**src/rtl/rr_mux_8x1_stream_if.sv**
```systemverilog
// Stream bundle for the 8:1 round-robin merger: eight valid/ready/last
// sources on the input side, one tagged valid/ready/last stream out.
interface rr_mux_8x1_stream_if #(
    parameter int W = 8
);
    logic [7:0]     in_valid;
    logic [8*W-1:0] in_data;
    logic [7:0]     in_last;
    logic [7:0]     in_ready;
    logic           out_valid;
    logic [W-1:0]   out_data;
    logic [2:0]     out_sel;
    logic           out_last;
    logic           out_ready;

    // Upstream sources and downstream sink as seen from the environment
    modport master (
        output in_valid, in_data, in_last, out_ready,
        input  in_ready, out_valid, out_data, out_sel, out_last
    );

    // The merger itself
    modport slave (
        input  in_valid, in_data, in_last, out_ready,
        output in_ready, out_valid, out_data, out_sel, out_last
    );
endinterface

```
**src/rtl/rr_mux_8x1_stream.sv**
```systemverilog
// 8:1 round-robin stream merger with optional packet locking.
// One registered output stage, tagged with the source channel index so a
// downstream 1x8 demux can steer the beat back using out_sel.
module rr_mux_8x1_stream #(
    parameter int W       = 8,
    parameter bit LOCK_EN = 1'b1
) (
    input  logic               clk,
    input  logic               rst_n,
    rr_mux_8x1_stream_if.slave bus
);
    typedef enum logic {IDLE, LOCKED} state_t;

    state_t       state_q, state_d;
    logic [2:0]   ptr_q, ptr_d;
    logic [2:0]   lock_ch_q, lock_ch_d;

    logic         out_valid_q;
    logic [W-1:0] out_data_q;
    logic [2:0]   out_sel_q;
    logic         out_last_q;

    logic         load;
    logic [7:0]   req_rot;
    logic [2:0]   off;
    logic [2:0]   win;
    logic [2:0]   ch;
    logic [7:0]   grant;
    logic [7:0]   ready;
    logic         xfer;
    logic [W-1:0] ch_data;

    // Output register can take a new beat when empty or retiring this cycle
    assign load = ~out_valid_q | bus.out_ready;

    // Rotate requests so ptr sits at bit 0, then take the lowest set bit
    always_comb begin
        req_rot = 8'h00;
        off     = 3'd0;
        for (int i = 0; i < 8; i++) begin
            req_rot[i] = bus.in_valid[ptr_q + 3'(i)];
        end
        for (int i = 7; i >= 0; i--) begin
            if (req_rot[i]) off = 3'(i);
        end
        win = ptr_q + off;
    end

    // Grant: the locked channel alone while a packet is open, else the RR winner
    always_comb begin
        grant = 8'h00;
        ch    = win;
        if (state_q == LOCKED) begin
            grant[lock_ch_q] = 1'b1;
            ch               = lock_ch_q;
        end else if (|bus.in_valid) begin
            grant[win] = 1'b1;
        end
    end

    // Payload select for the granted channel
    always_comb begin
        ch_data = '0;
        for (int i = 0; i < 8; i++) begin
            if (ch == 3'(i)) ch_data = bus.in_data[i*W +: W];
        end
    end

    // rst_n gating keeps every source held off while the block is in reset
    assign ready        = grant & {8{load}} & {8{rst_n}};
    assign xfer         = |(ready & bus.in_valid);
    assign bus.in_ready = ready;

    // Arbitration FSM next-state: pointer advances only on unlocked wins
    always_comb begin
        state_d   = state_q;
        ptr_d     = ptr_q;
        lock_ch_d = lock_ch_q;
        unique case (state_q)
            IDLE: begin
                if (xfer) begin
                    ptr_d = win + 3'd1;
                    if (LOCK_EN && !bus.in_last[win]) begin
                        state_d   = LOCKED;
                        lock_ch_d = win;
                    end
                end
            end
            LOCKED: begin
                if (xfer && bus.in_last[lock_ch_q]) state_d = IDLE;
            end
            default: state_d = IDLE;
        endcase
    end

    // Arbitration state registers
    always_ff @(posedge clk or negedge rst_n) begin
        if (!rst_n) begin
            state_q   <= IDLE;
            ptr_q     <= 3'd0;
            lock_ch_q <= 3'd0;
        end else begin
            state_q   <= state_d;
            ptr_q     <= ptr_d;
            lock_ch_q <= lock_ch_d;
        end
    end

    // Output stage: capture on transfer, hold on stall, drop valid when drained
    always_ff @(posedge clk or negedge rst_n) begin
        if (!rst_n) begin
            out_valid_q <= 1'b0;
            out_data_q  <= '0;
            out_sel_q   <= 3'd0;
            out_last_q  <= 1'b0;
        end else if (xfer) begin
            out_valid_q <= 1'b1;
            out_data_q  <= ch_data;
            out_sel_q   <= ch;
            out_last_q  <= bus.in_last[ch];
        end else if (load) begin
            out_valid_q <= 1'b0;
        end
    end

    assign bus.out_valid = out_valid_q;
    assign bus.out_data  = out_data_q;
    assign bus.out_sel   = out_sel_q;
    assign bus.out_last  = out_last_q;
endmodule

```
**src/flat_wrapper.sv**
```systemverilog
// flat-port wrapper written by rule: the top's interface ports become plain ports
module rr_mux_8x1_stream_flat 
#(
    parameter int W       = 8,
    parameter bit LOCK_EN = 1'b1
)
  (clk, rst_n, bus_in_valid, bus_in_data, bus_in_last, bus_out_ready, bus_in_ready, bus_out_valid, bus_out_data, bus_out_sel, bus_out_last);
  rr_mux_8x1_stream_if #(.W(W)) bus_i ();
  input  logic clk;
  input  logic rst_n;
  input wire logic [$bits(bus_i.in_valid)-1:0] bus_in_valid;
  input wire logic [$bits(bus_i.in_data)-1:0] bus_in_data;
  input wire logic [$bits(bus_i.in_last)-1:0] bus_in_last;
  input wire logic [$bits(bus_i.out_ready)-1:0] bus_out_ready;
  output wire logic [$bits(bus_i.in_ready)-1:0] bus_in_ready;
  output wire logic [$bits(bus_i.out_valid)-1:0] bus_out_valid;
  output wire logic [$bits(bus_i.out_data)-1:0] bus_out_data;
  output wire logic [$bits(bus_i.out_sel)-1:0] bus_out_sel;
  output wire logic [$bits(bus_i.out_last)-1:0] bus_out_last;
  assign bus_i.in_valid = bus_in_valid;
  assign bus_i.in_data = bus_in_data;
  assign bus_i.in_last = bus_in_last;
  assign bus_i.out_ready = bus_out_ready;
  assign bus_in_ready = bus_i.in_ready;
  assign bus_out_valid = bus_i.out_valid;
  assign bus_out_data = bus_i.out_data;
  assign bus_out_sel = bus_i.out_sel;
  assign bus_out_last = bus_i.out_last;
  rr_mux_8x1_stream #(.W(W), .LOCK_EN(LOCK_EN)) u_core (.clk(clk), .rst_n(rst_n), .bus(bus_i));
endmodule
```
**config.mk**
```make
export PLATFORM = sky130hd
export DESIGN_NAME = rr_mux_8x1_stream_flat
export DESIGN_NICKNAME = d
export VERILOG_FILES = /design/src/rtl/rr_mux_8x1_stream_if.sv /design/src/rtl/rr_mux_8x1_stream.sv /design/src/flat_wrapper.sv
export SDC_FILE = /design/constraint.sdc
export NUM_CORES = 1
export LEC_CHECK = 0
export ABC_AREA = 1
export CORE_UTILIZATION = 47
export DETAILED_ROUTE_END_ITERATION = 10
export PLACE_DENSITY = 0.94
export SYNTH_ARGS = -nofsm -noshare
export SYNTH_HDL_FRONTEND = slang
export SYNTH_SLANG_ARGS = --single-unit
```
**constraint.sdc**
```tcl
create_clock -name clk -period 10.1 [get_ports clk]
set_input_delay 2.02 -clock clk [delete_from_list [all_inputs] [get_ports clk]]
set_output_delay 2.02 -clock clk [all_outputs]
set_load 0.01 [all_outputs]
```
==> results.tsv <==
metric	value	unit
Antenna diodes	0	
TritonCTS clock tree	yes	
reg-to-reg startpoint	u_core.ptr_q[0]	
Combinational Power Share	83.0	%
nets	602	
status	complete, no violations	
synthesized area	2420	sq um
Overflow after GRT	0	
Die Wd	73.76	um
pre-CTS WS	2.702	ns
Yosys cell types	35	
setup ws final	2.666	ns
WL per Instance	13.63	um
final wirelength	7904	um
Slew Limit Fails	0	
die height	73.76	um
commonest non-fill, non-tap cells in the layout	nand2_1 (140), clkdlybuf4s50_1 (103), nand3_1 (81)	
leading area contributor after synthesis	nand2_1	
placed cell areas	3446	sq um
RR Endpoint	u_core.bus.out_last	
Mapped Avg Cell Area	5.789	sq um
skew final	0.001429	ns
HP Class	reg -> reg	
CP Capture Type	output pin	
CTS Buf Count	3	
Worst Hold Depth	2	
WP data arrival	5.41	ns
port bufs	103	
largest net degree at the start of global routing	32	
first-pass GRT wire length	12610	um
CTS sink cnt	20	
Clock Pin Slew Worst Setup and Hold Paths	0.07	ns
final setup fails	0	
Hold Path Sink	u_core.bus.out_sel[2]	
worst skew pair latency	0.25	ns
Req. time, crit path	8.08	ns
ranking of synthesized cells by area	nand2_1 (22%), dfrtp_1 (21%), nand3_1 (17%)	
setup repair bufs after CTS	0	
internal power	601.5	uW
Max Clk Rate	134.5	MHz
Worst Hold Slack	0.4830	ns
Switch Pwr	854.9	uW
Post-synth EDFFs	0	
Gate Count Post-Synth	418	
DR pass1 iterations	5	
type of the worst setup path	in -> out	
via count	3165	
initial antenna violation count	0	
Core Area	4848	sq um
die area	5440	sq um
CTS Root Cell	clkbuf_8	
I/O pin count	104	
fraction of layout cells with a size suffix above 1	4.678	%
R2R setup slack	5.23	ns
detailed router's first-iteration violation count	186	
Peak VDD IR	0.2280	mV
Avg Vias per Cell	5.457	
Remaining DRCs	0	
sequential power share	11.7	%
Startpoint Class	input pin	
RSZ-0062 raised after global routing	false	
hold_sp	u_core.bus.out_sel[2]	
Final HPWL DP	6543	um
FF-to-FF path depth	21	
Max-cap violations	0	
register area share after synthesis	20.68	%
Mapped Nets	506	
Sw Ratio	58.70	%
cell row count	25	
PostCTS Resize Cnt	0	
final setup TNS	0	ns
Placer Congestion	0.9742	
All-Layer GR Usage	29.24	%
P_leak	1.660	nW
vias in the first global route	2850	
worst slew pin tran	0.8787	ns
minimum clock period	7.434	ns
dominant synthesized flop cell	dfrtp_1	
commonest non-fill, non-tap cell in the layout	nand2_1	
H-tree levels	1	
CTS max path bufs	2	
Synth Register Bits	20	
cts-stage hold buffer count	0	
Final Hold Fails	0	
area share of the largest cell type after synthesis	21.72	%
Detail Route Antenna Nets	0	
Power Dens Cells	414.1	nW/um^2
ys async rst share	100.0	%
final core utilization	72.54	%
Area Growth Syn to Fin	45.35	%
Clk network pwr share	5.4	%
YS warnings	0	
Final Instance Area	3517	sq um
Initial Util	49.91	%
Relative slew margins	41.24	%
period utilization	73.60	%
CP Max Fanout	8	
## registers in the layout (all words and copies together) (netlist names)
| register | flops |
|---|---|
| u_core.ptr_q | 3 |
| u_core.lock_ch_q | 3 |
| u_core.bus.out_sel | 3 |
| u_core.bus.out_data | 8 |
| u_core.bus.out_last | 1 |
| u_core.state_q | 1 |
| u_core.bus.out_valid | 1 |
## layer usage
metal	vias to the layer above	track usage [%]	routed length, um
met5	-	0	0
met4	0	9.188	243
met3	22	2.606	457
met2	124	48.62	3804
met1	1446	39.87	3399
li1	1573	-	-
## through the flow
| step | instances | total power, mW |
|---|---|---|
| 2_1_floorplan | 418 | 1.066 |
| 3_3_place_gp | 576 | 1.326 |
| 3_5_place_dp | 576 | 1.350 |
| 4_1_cts | 580 | 1.437 |
| 5_1_grt | 580 | 1.609 |
| 6_report | 580 | 1.456 |
## power groups by stage
stage / registers (mW) / clock network (mW) / logic (mW)
finish: 0.170 / 0.0781 / 1.21
CTS: 0.169 / 0.0781 / 1.19
floorplan: 0.158 / 0 / 0.908
global placement: 0.168 / 0 / 1.16
global route: 0.175 / 0.0819 / 1.35
detailed placement: 0.170 / 0 / 1.18
## worst max path at each step
stage          slack, ns         endpoint             from
2_1_floorplan       3.97  bus_in_ready[6]  bus_in_valid[4]
3_3_place_gp        2.76  bus_in_ready[6]  bus_in_valid[1]
3_5_place_dp        2.70  bus_in_ready[6]  bus_in_valid[7]
4_1_cts             2.70  bus_in_ready[6]  bus_in_valid[7]
5_1_grt             2.39  bus_in_ready[6]  bus_in_valid[7]
6_report            2.67  bus_in_ready[6]  bus_in_valid[7]
## cells in the mapped netlist (all sizes together), types with 2 or more instances
cell,n
xor2,3
nand3,82
o211ai,2
clkbuf,4
nor3,3
inv,38
clkinv,3
buf,8
xnor2,3
nand2,148
a21boi,5
nor2,44
o21ai,14
o2111ai,2
nand4,13
a21oi,16
dfrtp,20
ha,4
## critical path, cell delays in order
cell and delay [ns]:
clkdlybuf4s50_1 0.56, nand2_1 0.10, nand3_1 0.13, nand3_1 0.11, a31oi_1 0.16, o21ai_0 0.09
nand2_1 0.07, a21boi_0 0.09, ha_1 0.20, fa_1 0.38, xor2_1 0.20, inv_1 0.11
nand3_2 0.17, nand2_4 0.17, nand3_1 0.11, a21boi_0 0.17, clkdlybuf4s50_1 0.57
## final cells by class
cell class,instances,area [sq um]
Clock buffer,3,41.29
Inverter,41,158.9
Tap cell,67,83.83
Clock inverter,1,30.03
Sequential cell,20,500.5
Timing Repair Buffer,103,1031
Fill cell,417,1331
Multi-Input combinational cell,345,1672
## logic make-up (layout without fill, tap and decap cells)
| logic type | count (synthesis) | after routing | synth area share (%) |
|---|---|---|---|
| DFF | 20 | 20 | 20.68 |
| xor gates and xnor gates | 6 | 6 | 2.172 |
| and+or+nand+nor | 291 | 291 | 53.67 |
| adders and majority gates | 5 | 5 | 2.896 |
| AOI/OAI and AO/OA | 43 | 43 | 10.34 |
| buffers and inverters | 53 | 148 | 10.24 |
Note: power is estimated with default switching activity, not from simulation.
